$ cat src/rtl/ldpc_pkg.sv
// ldpc_pkg: parameters and types shared by the LDPC check-node blocks
// (min_sum_tree_20 produces compressed records, cn_msg_expander consumes
// them).
//   DW      : magnitude width of one message
//   DEG_MAX : largest check-node row degree
//   IW      : width of edge-index and degree fields
//   cn_rec_t: compressed check-node record layout, MSB first
//             {min1, min2, idx, signs, deg}
//   cn_state_t: expander engine state
package ldpc_pkg;

  localparam int DW      = 5;
  localparam int DEG_MAX = 20;
  localparam int IW      = 5;

  typedef struct packed {
    logic [DW-1:0]      min1;
    logic [DW-1:0]      min2;
    logic [IW-1:0]      idx;
    logic [DEG_MAX-1:0] signs;
    logic [IW-1:0]      deg;
  } cn_rec_t;

  typedef enum logic {
    ST_IDLE = 1'b0,
    ST_EMIT = 1'b1
  } cn_state_t;

endpackage

$ cat src/rtl/cn_msg_sel.sv
// cn_msg_sel: combinational per-edge c2v message generator.
// Ports:
//   i_min1, i_min2 : smallest / second-smallest v2c magnitude
//   i_idx          : edge position of min1
//   i_signs        : v2c sign bits, bit i = edge i
//   i_deg          : row degree (sign bits at or above it are ignored)
//   i_edge         : edge being emitted
//   o_sign         : c2v sign, 1 = negative
//   o_mag          : c2v magnitude after offset correction, floored at 0
module cn_msg_sel
  import ldpc_pkg::*;
#(
  parameter int DW      = ldpc_pkg::DW,
  parameter int DEG_MAX = ldpc_pkg::DEG_MAX,
  parameter int IW      = ldpc_pkg::IW,
  parameter int OFFSET  = 0
) (
  input  logic [DW-1:0]      i_min1,
  input  logic [DW-1:0]      i_min2,
  input  logic [IW-1:0]      i_idx,
  input  logic [DEG_MAX-1:0] i_signs,
  input  logic [IW-1:0]      i_deg,
  input  logic [IW-1:0]      i_edge,
  output logic               o_sign,
  output logic [DW-1:0]      o_mag
);

  localparam int unsigned OFF = OFFSET;

  logic [DEG_MAX-1:0] w_live;
  logic               w_parity;
  logic [DW-1:0]      w_m;

  // Only edges below the row degree contribute to the total sign.
  for (genvar gi = 0; gi < DEG_MAX; gi++) begin : g_live
    assign w_live[gi] = i_signs[gi] & (IW'(gi) < i_deg);
  end

  assign w_parity = ^w_live;

  // The min1 edge itself receives min2; an out-of-range idx never matches.
  assign w_m = (i_edge == i_idx) ? i_min2 : i_min1;

  // When w_m > OFF the offset fits in DW bits, so the truncation is exact.
  assign o_mag  = (32'(w_m) > OFF) ? (w_m - DW'(OFF)) : '0;
  assign o_sign = w_parity ^ i_signs[i_edge];

endmodule

$ cat src/rtl/cn_msg_expander.sv
// cn_msg_expander: expands one compressed check-node record into deg
// serial c2v beats (edge 0..deg-1), with one active and one pending
// record register so records stream without bubbles.
// Ports:
//   clk, rst_n          : clock, asynchronous active-low reset
//   in_valid/in_ready   : record handshake; in_ready = pending slot free
//   in_min1/in_min2/in_idx/in_signs/in_deg : compressed record fields
//   out_valid/out_ready : beat handshake
//   out_sign/out_mag/out_edge/out_last     : current beat
//   deg_err             : one-cycle pulse after accepting an illegal in_deg
module cn_msg_expander
  import ldpc_pkg::*;
#(
  parameter int DW      = ldpc_pkg::DW,
  parameter int DEG_MAX = ldpc_pkg::DEG_MAX,
  parameter int IW      = ldpc_pkg::IW,
  parameter int OFFSET  = 0
) (
  input  logic               clk,
  input  logic               rst_n,
  input  logic               in_valid,
  output logic               in_ready,
  input  logic [DW-1:0]      in_min1,
  input  logic [DW-1:0]      in_min2,
  input  logic [IW-1:0]      in_idx,
  input  logic [DEG_MAX-1:0] in_signs,
  input  logic [IW-1:0]      in_deg,
  output logic               out_valid,
  input  logic               out_ready,
  output logic               out_sign,
  output logic [DW-1:0]      out_mag,
  output logic [IW-1:0]      out_edge,
  output logic               out_last,
  output logic               deg_err
);

  // Same field order as ldpc_pkg::cn_rec_t, sized by this instance.
  typedef struct packed {
    logic [DW-1:0]      min1;
    logic [DW-1:0]      min2;
    logic [IW-1:0]      idx;
    logic [DEG_MAX-1:0] signs;
    logic [IW-1:0]      deg;
  } rec_t;

  cn_state_t     r_state;
  rec_t          r_act;
  rec_t          r_pend;
  logic          r_pend_full;
  logic [IW-1:0] r_edge;
  logic          r_deg_err;

  rec_t w_in_rec;
  logic w_accept;
  logic w_legal;
  logic w_load_new;
  logic w_fire;
  logic w_last_beat;

  assign w_in_rec    = '{min1: in_min1, min2: in_min2, idx: in_idx,
                         signs: in_signs, deg: in_deg};
  assign w_accept    = in_valid & in_ready;
  assign w_legal     = (in_deg != '0) && (32'(in_deg) <= DEG_MAX);
  assign w_load_new  = w_accept & w_legal;
  assign w_fire      = out_valid & out_ready;
  assign w_last_beat = (r_edge == (r_act.deg - 1'b1));

  always_ff @(posedge clk or negedge rst_n) begin
    if (!rst_n) begin
      r_state     <= ST_IDLE;
      r_act       <= '0;
      r_pend      <= '0;
      r_pend_full <= 1'b0;
      r_edge      <= '0;
      r_deg_err   <= 1'b0;
    end else begin
      // Illegal records are swallowed: flag them and touch nothing else.
      r_deg_err <= w_accept & ~w_legal;
      case (r_state)
        ST_IDLE: begin
          if (w_load_new) begin
            r_act   <= w_in_rec;
            r_edge  <= '0;
            r_state <= ST_EMIT;
          end
        end
        ST_EMIT: begin
          if (w_fire && w_last_beat) begin
            // in_ready is low while pending is full, so no new record can
            // arrive in the same cycle the pending one moves up.
            if (r_pend_full) begin
              r_act       <= r_pend;
              r_edge      <= '0;
              r_pend_full <= 1'b0;
            end else if (w_load_new) begin
              // A record arriving exactly on the last beat goes straight
              // to active; parking it in pending would strand it in IDLE.
              r_act  <= w_in_rec;
              r_edge <= '0;
            end else begin
              r_state <= ST_IDLE;
            end
          end else begin
            if (w_fire) begin
              r_edge <= r_edge + 1'b1;
            end
            if (w_load_new) begin
              r_pend      <= w_in_rec;
              r_pend_full <= 1'b1;
            end
          end
        end
      endcase
    end
  end

  cn_msg_sel #(
    .DW      (DW),
    .DEG_MAX (DEG_MAX),
    .IW      (IW),
    .OFFSET  (OFFSET)
  ) u_sel (
    .i_min1  (r_act.min1),
    .i_min2  (r_act.min2),
    .i_idx   (r_act.idx),
    .i_signs (r_act.signs),
    .i_deg   (r_act.deg),
    .i_edge  (r_edge),
    .o_sign  (out_sign),
    .o_mag   (out_mag)
  );

  assign in_ready  = ~r_pend_full;
  assign out_valid = (r_state == ST_EMIT);
  assign out_edge  = r_edge;
  assign out_last  = out_valid & w_last_beat;
  assign deg_err   = r_deg_err;

endmodule

$ cat config.mk
export PLATFORM = sky130hd
export DESIGN_NAME = cn_msg_expander
export DESIGN_NICKNAME = d
export VERILOG_FILES = /design/src/rtl/ldpc_pkg.sv /design/src/rtl/cn_msg_sel.sv /design/src/rtl/cn_msg_expander.sv
export SDC_FILE = /design/constraint.sdc
export NUM_CORES = 1
export LEC_CHECK = 0
export ABC_AREA = 1
export BUFFER_PORTS_ARGS = -buffer_cell sky130_fd_sc_hd__buf_2
export CORE_UTILIZATION = 25
export CTS_CLUSTER_SIZE = 12
export DETAILED_ROUTE_END_ITERATION = 10
export HOLD_SLACK_MARGIN = 0.06
export PLACE_DENSITY = 0.52
export SLEW_MARGIN = 30
export SYNTH_ARGS = -nofsm -noshare
export SYNTH_HDL_FRONTEND = slang
export SYNTH_SLANG_ARGS = --single-unit
$ cat constraint.sdc
create_clock -name clk -period 5.05 [get_ports clk]
set_clock_uncertainty 0.15 [all_clocks]
set_input_delay 0.2525 -clock clk [delete_from_list [all_inputs] [get_ports clk]]
set_output_delay 0.2525 -clock clk [all_outputs]
set_load 0.02 [all_outputs]
; Word-level counts from Yosys, hierarchy flattened
; Cells that the tools add are included.
[word_totals]
output_inout_bits = 15
ff_bits = 88
[classes]
n_addsub = 2
bitwise_logic = 30
n_eq_ne = 4
n_lt_le_gt_ge = 23
mux = 19
n_reduce_logical = 7
[ops]
columns = operator, n
row1 = $mux 40, 3
row2 = $pmux 40 s2, 1
row3 = $lt 4x5->1 const A, 8
row4 = $mux 5, 6
row5 = $and 1x1->1, 25
row6 = $lt 3x5->1 const A, 4
row7 = $lt 5x5->1 const A, 4
row8 = $reduce_xor 20->1, 1
row9 = $eq 5x5->1, 2
row10 = $lt 1x5->1 const A, 2
row11 = $lt 2x5->1 const A, 2
row12 = $pmux 5 s2, 1
row13 = $lt 5x6->1 const B, 1
row14 = $mux 1, 6
row15 = $add 5x1->5 const B, 1
row16 = $bmux 1 s5, 1
row17 = $gt 5x1->1 const B, 1
row18 = $le 5x5->1 const B, 1
row19 = $reduce_bool 5->1, 1
row20 = $sub 5x1->5 const B, 1
row21 = $not 1->1, 4
row22 = $ne 3x1->1 const B, 1
row23 = $reduce_and 3->1, 1
row24 = $logic_and 1x1->1, 2
row25 = other kinds (5), 5

; Depth between registers and ports, before layout
; Gate-level depths: netlist of run 1.
[depth]
word_depth = 7
mapped_depth = 16

; Modules after synthesis
; From an unflattened synthesis of run 1, not the netlist that was laid out.
[unflattened]
cells_unflattened = 809
area_unflattened_um2 = 5480.3
[by_module_without_submodules]
columns = module, n_inst, cells_per_inst, area_each_um2, seq_area_each_um2
row1 = cn_msg_expander, 1, 586, 4499.3, 2202.1
row2 = cn_msg_sel, 1, 223, 980.9, 0.0

; Least setup slack after synthesis of run 1
; No wires, ideal clock.
[synth_path]
path_kind = register to output
start = register r_edge[0], in the netlist out_edge[0]
end = output out_mag[0]
path_buffers = 1
setup_slack_ns = 2.637
arrival_time_ns = 2.010
path_stages_with_launch = 7
path_cell_list = dfrtp_1 > inv_1 > clkbuf_1 > o22ai_1 > a221oi_1 > nand3_1 > o21ai_0
[synth_via]
elab_chain_cells = 4
[synth_rtl]
columns = item, line
row1 = from (decl), cn_msg_expander.sv:50  ; logic [IW-1:0] r_edge;
row2 = from (signal assigned), cn_msg_expander.sv:105  ; r_edge <= r_edge + 1'b1;
row3 = $eq 5x5->1 *, cn_msg_sel.sv:42  ; assign w_m = (i_edge == i_idx) ? i_min2 : i_min1;
row4 = $mux 5 *, cn_msg_sel.sv:42
row5 = $gt 5x1->1, cn_msg_sel.sv:45  ; assign o_mag = (32'(w_m) > OFF) ? (w_m - DW'(OFF)) : '0;
row6 = $mux 5 *, cn_msg_sel.sv:45
row7 = to (decl), cn_msg_expander.sv:31  ; output logic [DW-1:0] out_mag,
; Every way passes the cells marked *; elsewhere a longest branch is shown, timed or not.

; Worst setup path in the final report of run 1
[layout_path]
start = register r_edge[0], in the netlist out_edge[0]
end = register r_act[34] (netlist bit)
[layout_via]
elab_chain_cells = 3
[layout_rtl]
columns = item, line
row1 = $eq 5x5->1, cn_msg_expander.sv:66  ; assign w_last_beat = (r_edge == (r_act.deg - 1'b1));
row2 = $logic_and 1x1->1, cn_msg_expander.sv:88  ; if (w_fire && w_last_beat) begin
row3 = $ne 2x1->1 (no line), --
row4 = to (signal assigned), cn_msg_expander.sv:82  ; r_act <= w_in_rec;
row5 = to (signal assigned), cn_msg_expander.sv:92  ; r_act <= r_pend;
row6 = to (signal assigned), cn_msg_expander.sv:98  ; r_act <= w_in_rec;
row7 = to (decl), cn_msg_expander.sv:47  ; rec_t r_act;
; Every way passes these cells.
; A chain may end at the register's enable or synchronous reset.

==> results.md, run 1 <==
* Clk slew on worst S/H paths at 60 ps
* Top-area cell type share of the netlist area at 44.31%
* Slew @ Worst Pin at between 600 and 700 ps
* RePlAce Congestion at 0.8576
* Gr busiest metal: met2
* Iter 0 DRT Violations at 264
* Die ar. at 0.02045 mm^2
* Met2 usage at 21.85%
* Seq. cell area at 0.002202 mm^2
* Clock tree buffer depth at 2
* Yosys top cell by area: dfrtp_1
* Syn_area_per_cell at 6.855 um^2
* Met1 usage at 19.04%
* Die width at 143.0 um
* Effective utilization at floorplan at 25.54%
* Initial antenna violation count at 0
* Count leader, synth: nand2_1
* Max transition margin at 56.38%
* Startpoint Class: flop
* Die Ht at approximately 140 um
* Clock root buffer master: clkbuf_16
* Period minus WS final at 3370 ps
* Cell Pwr Density at between 600 and 700 mW/mm^2
* Number of post-CTS setup repair buffers at 0
* Leakage at 3.233 nW
* Arr. time, crit path at between 3000 and 4000 ps
* Capture point of the critical path: r_act[34]$_DFFE_PN0P_
* CTS tree: done
* Primary FF master, synth: dfrtp_1
* Worst Reg-to-Reg Cells at 11
* Diodes inserted at 0
* Post-route ant nets at 0
* Commonest cells in the netlist: 380 x nand2_1, 88 x dfrtp_1, 67 x o21ai_0, 50 x inv_1, 46 x nand3_1
* Fmax achieved at slightly below 300 MHz
* Worst skew pair latency at approximately 340 ps
* Critical R2R Capture: r_act[34]$_DFFE_PN0P_
* Synth cell types at 37
* Total grt overflow at 0
* Cells after synthesis at approximately 730
* Cell breakdown of the critical path: inv_1 > nand2_1 > o2111ai_1 > nor2_1 > nand4_2 > nand2_2 > buf_4 > o21ai_2 > buf_4 > nand2_1 > o21ai_0
* Port bufs at 58
* Slowest cell on crit path: dfrtp_1
* R2R Path Start: out_edge[0]$_DFFE_PN0P_
* Unrepaired setup endpoints after global routing: no
* Hold Fails Final Rpt at 0
* Synthesized area at 0.004970 mm^2
* CP max stage delay at 670 ps
* Final Max Tran Viols at 0
* H-Tree Depth at 3
* Post-DR wirelength/cell at 12.23 um
* Row cnt at 51
* Yosys reg bits at 88
* Max-cap violations at 0
* First-pass GRT wire length at around 22 mm
* Final layout net count at 845
* Crit-path max FO at 66
* Multi-input logic area at 0.002384 mm^2
* EDFF count, synth at 0
* Pre-antenna DRT Iters at 4
* I/O Pins at 59
* Post-synth ARST share at 100.0%
* Seq/Total Area, Yosys at 44.31%
* DR vias at approximately 4,600
* Setup TNS at 0 ps
* R2R Setup Slk at around 1700 ps
* Largest net degree at the start of global routing at 67
* Status: complete, no violations
* Synth top area cells: dfrtp_1 44%, nand2_1 29%, o21ai_0 6.7%
* Crit Path Class: reg2reg
* Share of layout cells above drive strength 1 at 11.21%
* WHS at 62.97 ps
* CTS sink count at 88
* Layout area overhead at 22.16%
* Critical Path End Type: flop
* Critical path required time at a little over 5000 ps
* DP HPWL at 9.146 mm
* Average via count per standard cell at 4.293
* Post-CTS sizing at 0
* Vias in the first global route at approximately 4,300
* GR Util All Layers at 13.75%
* Syn_nets at 772
* Crit. Startpoint: out_edge[0]$_DFFE_PN0P_
* Core region area at 0.01946 mm^2
* DR DRC count at 0
* Cts bufs inserted at 9
* Yosys warnings at 0
* Crit share post-route at 66.73%
* # setup viols final at 0
* Final WL at ~13 mm
* Layout Cells excl Fill at 1,068
* Hold crit path type: in2reg
* GR met3 Demand/Resource at roughly 2.2%
* Worst IR Drop VDD at 214.4 uV
* Fillers at about 2,100
* Placed cell count at 1,022
-- critical path: cells and delay by family, from the launching register on --
| family | cells | cell delay, ps |
|---|---|---|
| DFF | 1 | 670 |
| buffers and inverters | 3 | 1240 |
| AOI/OAI and AO/OA | 3 | 480 |
| and+or+nand+nor | 5 | 650 |
-- area by class of cell --
class / count / share of cell area, %
Clock inverter: 4 / 0.8450
Multi-Input combinational cell: 551 / 39.26
Timing Repair Buffer: 94 / 10.51
Sequential cell: 88 / 36.27
Tap cell: 265 / 5.462
Clock buffer: 12 / 4.225
Inverter: 54 / 3.421
-- timing repair --
action | CTS | global route
hold buffers | 30 | 0
endpoints found under the hold margin | 70 | 0
endpoints found under the setup margin | 0 | 0
-- per-stage QoR --
step | util, % | power (W) | instance area, um^2 | setup WS, ps
finish | 31.19 | 0.003936 | 6071 | 1680
global route | 31.19 | 0.004374 | 6071 | 1371
CTS | 31.19 | 0.003989 | 6071 | 1704
detailed placement | 28.07 | 0.003262 | 5463 | 1705
global placement | 28.06 | 0.003244 | 5460 | 1643
floorplan | - | 0.002764 | 4970 | 2637
-- logic make-up (layout without fill, tap and decap cells) --
| family | count (synthesis) | after routing | synth area share [%] |
|---|---|---|---|
| AND/OR/NAND/NOR | 457 | 457 | 36.66 |
| flip-flops | 88 | 88 | 44.31 |
| buffers and inverters | 86 | 164 | 7.779 |
| AO/OA/AOI/OAI | 84 | 84 | 9.114 |
| XOR/XNOR | 7 | 7 | 1.385 |
| adder cells (fa/ha/maj) | 3 | 3 | 0.7554 |
-- cell usage in the layout, fill, tap and decap left out, types with 4 or more instances in the layout --
cell type,instances
inv_1,50
buf_4,7
buf_2,57
nor2_1,14
clkbuf_16,9
nand2_1,379
dlygate4sd3_1,30
a21oi_1,4
nand4_1,7
nand3_1,46
dfrtp_1,88
o21ai_0,67
-- power by group --
group,switching [W],total [W],internal [W]
clock network,0.000279,0.000691,0.000412
logic,0.00124,0.00190,0.000665
registers,0.000310,0.00134,0.00103
total,0.00183,0.00394,0.00211
-- routing by layer --
metal	up-vias	routed length, um
met5	-	0
met4	0	146
met3	9	427
met2	67	5872
met1	2088	6616
li1	2421	-
-- state kept, by name, indices dropped and copies added, names as in the netlist --
register and count:
r_pend 40, out_valid 1, out_edge 5, r_act 40
deg_err 1, r_pend_full 1
-- worst min path at each step --
stage	start	to	slack, ps	cells past startpoint
finish	in_signs[12]	r_pend[17]$_DFFE_PN0P_	60	3
global route	in_deg[2]	r_pend[2]$_DFFE_PN0P_	80	3
CTS	in_signs[11]	r_pend[16]$_DFFE_PN0P_	60	3
detailed placement	rst_n	r_act[15]$_DFFE_PN0P_	140	1
global placement	rst_n	r_act[14]$_DFFE_PN0P_	130	1
floorplan	rst_n	deg_err$_DFF_PN0_	-190	0
No activity file was read; power rests on OpenSTA's default activity.
==> run 2, diff against run 1 <==
- ABC_AREA: 1 -> 0
- PLACE_DENSITY: 0.52 -> 0.53
- clock period: 5.05 -> 2.85 ns (I/O delays scaled with it)
==> run 2 against run 1 <==
The flow now finishes with violations (negative setup slack). Power fell by 15%. Cell area rose by 3.4%. Routed wire length fell by 7.8%. Sequential share of layout area fell by 1.2 points. Final cell count fell by 26%. Count of clock-buffer cells in the layout fell by 2. Largest power group is now sequential cells. Sequential cell count did not move. Non-clock buffer count rose by 54.
==> results.md, run 2 <==
* CTS sink count at 88
* Synth cell types at 58
* Die Ht at between 100 and 150 um
* Pre-CTS setup slack at -100.6 ps
* Crit-path max FO at 8
* Syn_nets at 476
* Post-DR wirelength/cell at 15.32 um
* Layout area overhead at 36.22%
* # setup viols final at 6
* Syn_area_per_cell at between 10 and 15 um^2
* Leakage at between 2 and 3 nW
* Placed cell count at slightly above 700
* Worst IR Drop VDD at 292.9 uV
* EDFF count, synth at 0
* Final core occ at 34.83%
* Max-cap violations at 0
* Most frequent cells in the layout: 87 x dfrtp_1, 56 x buf_2, 45 x a21oi_1, 44 x nor2_1, 44 x dlygate4sd3_1
* First-pass GRT wire length at 20.04 mm
* Synth top area cells: dfrtp_1 48%, mux2_2 10%, o22ai_1 5.7%
* Commonest cells in the netlist: 88 x dfrtp_1, 46 x nor2_1, 45 x a21oi_1, 42 x mux2_2, 42 x o22ai_1
* Largest net degree at the start of global routing at 89
* Top-area cell type share of the netlist area at 47.79%
* Failing checks: negative setup slack
* WHS at 277.3 ps
* Diodes inserted at 0
* Slew @ Worst Pin at 831.9 ps
* Die ar. at 0.01898 mm^2
* Count leader, synth: dfrtp_1
* Status: finished with violations
* RePlAce Congestion at 0.8145
* Max transition margin at 44.54%
* Die width at 137.8 um
* Yosys warnings at 0
* Worst Reg-to-Reg Cells at 11
* Multi-input logic area at 0.002266 mm^2
* Vias in the first global route at 4,062
* Post-synth ARST share at 100.0%
* Total power at 0.003339 W
* DP HPWL at approximately 8.2 mm
* Fmax achieved at 319.8 MHz
* Clk slew on worst S/H paths at roughly 60 ps
* Final layout net count at 601
* Post-route ant nets at 0
* Leading cell type in the layout, fill and taps excluded: dfrtp_1
* Port bufs at 58
* Crit share post-route at 109.7%
* Clock tree buffer depth at 2
* Share of layout cells above drive strength 1 at roughly a third
* Total grt overflow at 0
* CTS tree: done
* Cells after synthesis at around 430
* Final WL at around 12 mm
* Core region area at approximately 0.018 mm^2
* Initial antenna violation count at 0
* Hold crit path type: in2async
* Startpoint Class: flop
* DR DRC count at 0
* Final Max Tran Viols at 0
* Primary FF master, synth: dfrtp_1
* Worst skew pair latency at 340 ps
* Pre-antenna DRT Iters at 4
* Critical Path End Type: output pin
* Unrepaired setup endpoints after global routing: yes
* DR vias at roughly 3,800
* Iter 0 DRT Violations at ~180
* Effective utilization at floorplan at 25.57%
* Period minus WS final at roughly 3100 ps
* Clock root buffer master: clkbuf_16
* Arr. time, crit path at 2830 ps
* Yosys top cell by area: dfrtp_1
* Crit Path Class: reg2out
* Seq/Total Area, Yosys at a little under half
* I/O Pins at 59
* GR Util All Layers at 13.79%
* H-Tree Depth at 3
* Yosys reg bits at between 80 and 90
* Cts bufs inserted at 9
* Synthesized area at 0.004608 mm^2
* Average via count per standard cell at 4.809
* Row cnt at 49
* Seq. cell area at 0.002203 mm^2
* Final WS setup at -276.8 ps
* Layout Cells excl Fill at approximately 790
* Critical path required time at 2560 ps
* Cell Pwr Density at between 500 and 600 mW/mm^2
* Fillers at roughly 1,800
* Hold Fails Final Rpt at 0
run 2: cell types whose count changed after synthesis, sizes merged, moves of 13 or more:
cell	before	now
inv	52	9
nor2	15	46
nand2	382	6
nand3	46	12
o21ai	69	15
xnor2	3	16
mux2	0	46
a21oi	4	45
o22ai	2	43
run 2: what timing repair did:
action	CTS	global route
hold buffers	44	0
gates cloned	2	0
setup endpoints to repair	41	81
setup buffers	10	2
gates resized for setup	21	10
pin swaps	9	4
endpoints found under the hold margin	171	0
run 2: through the flow:
stage | area (um^2) | TNS, ps
after CTS | 6195 | -1065
after global placement | 5261 | -1338
after detailed placement | 5293 | -1867
after floorplan | 4608 | 0
final | 6277 | -338.9
after global routing | 6277 | -2968
run 2: per-layer routing:
metal,up-vias,track usage [%],share of wire [%],wire length (um)
met5,-,0,0,0
met4,0,3.804,1.3,151
met3,12,3.201,4.0,484
met2,65,24.68,51,6164
met1,1889,16.37,44,5238
li1,1814,-,-,-
run 2: power breakdown:
part	switching (W)	internal, W	total [W]
Clock	0.000466	0.000666	0.00113
Sequential	0.0000848	0.00139	0.00148
Combinational	0.000355	0.000372	0.000728
Total	0.000906	0.00243	0.00334
run 2: path summary, 6_finish.rpt:
check	from	end	slack [ps]
setup / recovery	r_act[1]$_DFFE_PN0P_	out_sign	-280
hold / removal	rst_n	r_pend[7]$_DFFE_PN0P_	280
hold reg to reg	r_pend[36]$_DFFE_PN0P_	r_pend[36]$_DFFE_PN0P_	340
min in group clk	r_pend[36]$_DFFE_PN0P_	r_pend[36]$_DFFE_PN0P_	340
max in group asynchronous	rst_n	r_act[16]$_DFFE_PN0P_	1680
setup reg to reg	r_act[1]$_DFFE_PN0P_	r_act[6]$_DFFE_PN0P_	-20
run 2: cells by family after synthesis:
group                    share of synthesized area (%)
XOR/XNOR                                         5.403
multiplexers                                     14.01
adder cells (fa/ha/maj)                         0.8146
AO/OA/AOI/OAI                                    17.92
AND/OR/NAND/NOR                                  9.340
buffers and inverters                            4.724
flip-flops                                       47.79
run 2: worst max-delay path, stage by stage, from the launching register on:
cell,delay [ps]
dfrtp_1,390
buf_6,130
buf_6,120
or4_1,470
nand3_1,100
o21ai_2,80
mux2i_4,220
and3_4,210
a2111oi_4,320
xnor3_1,300
buf_6,150
run 2: final cells by class:
cell class	instances	share of cell area, %
Timing Repair Buffer	148	19.29
Multi-Input combinational cell	298	36.10
Tap cell	229	4.564
Sequential cell	88	35.10
Clock inverter	4	0.7574
Inverter	9	0.5382
Clock buffer	10	3.648
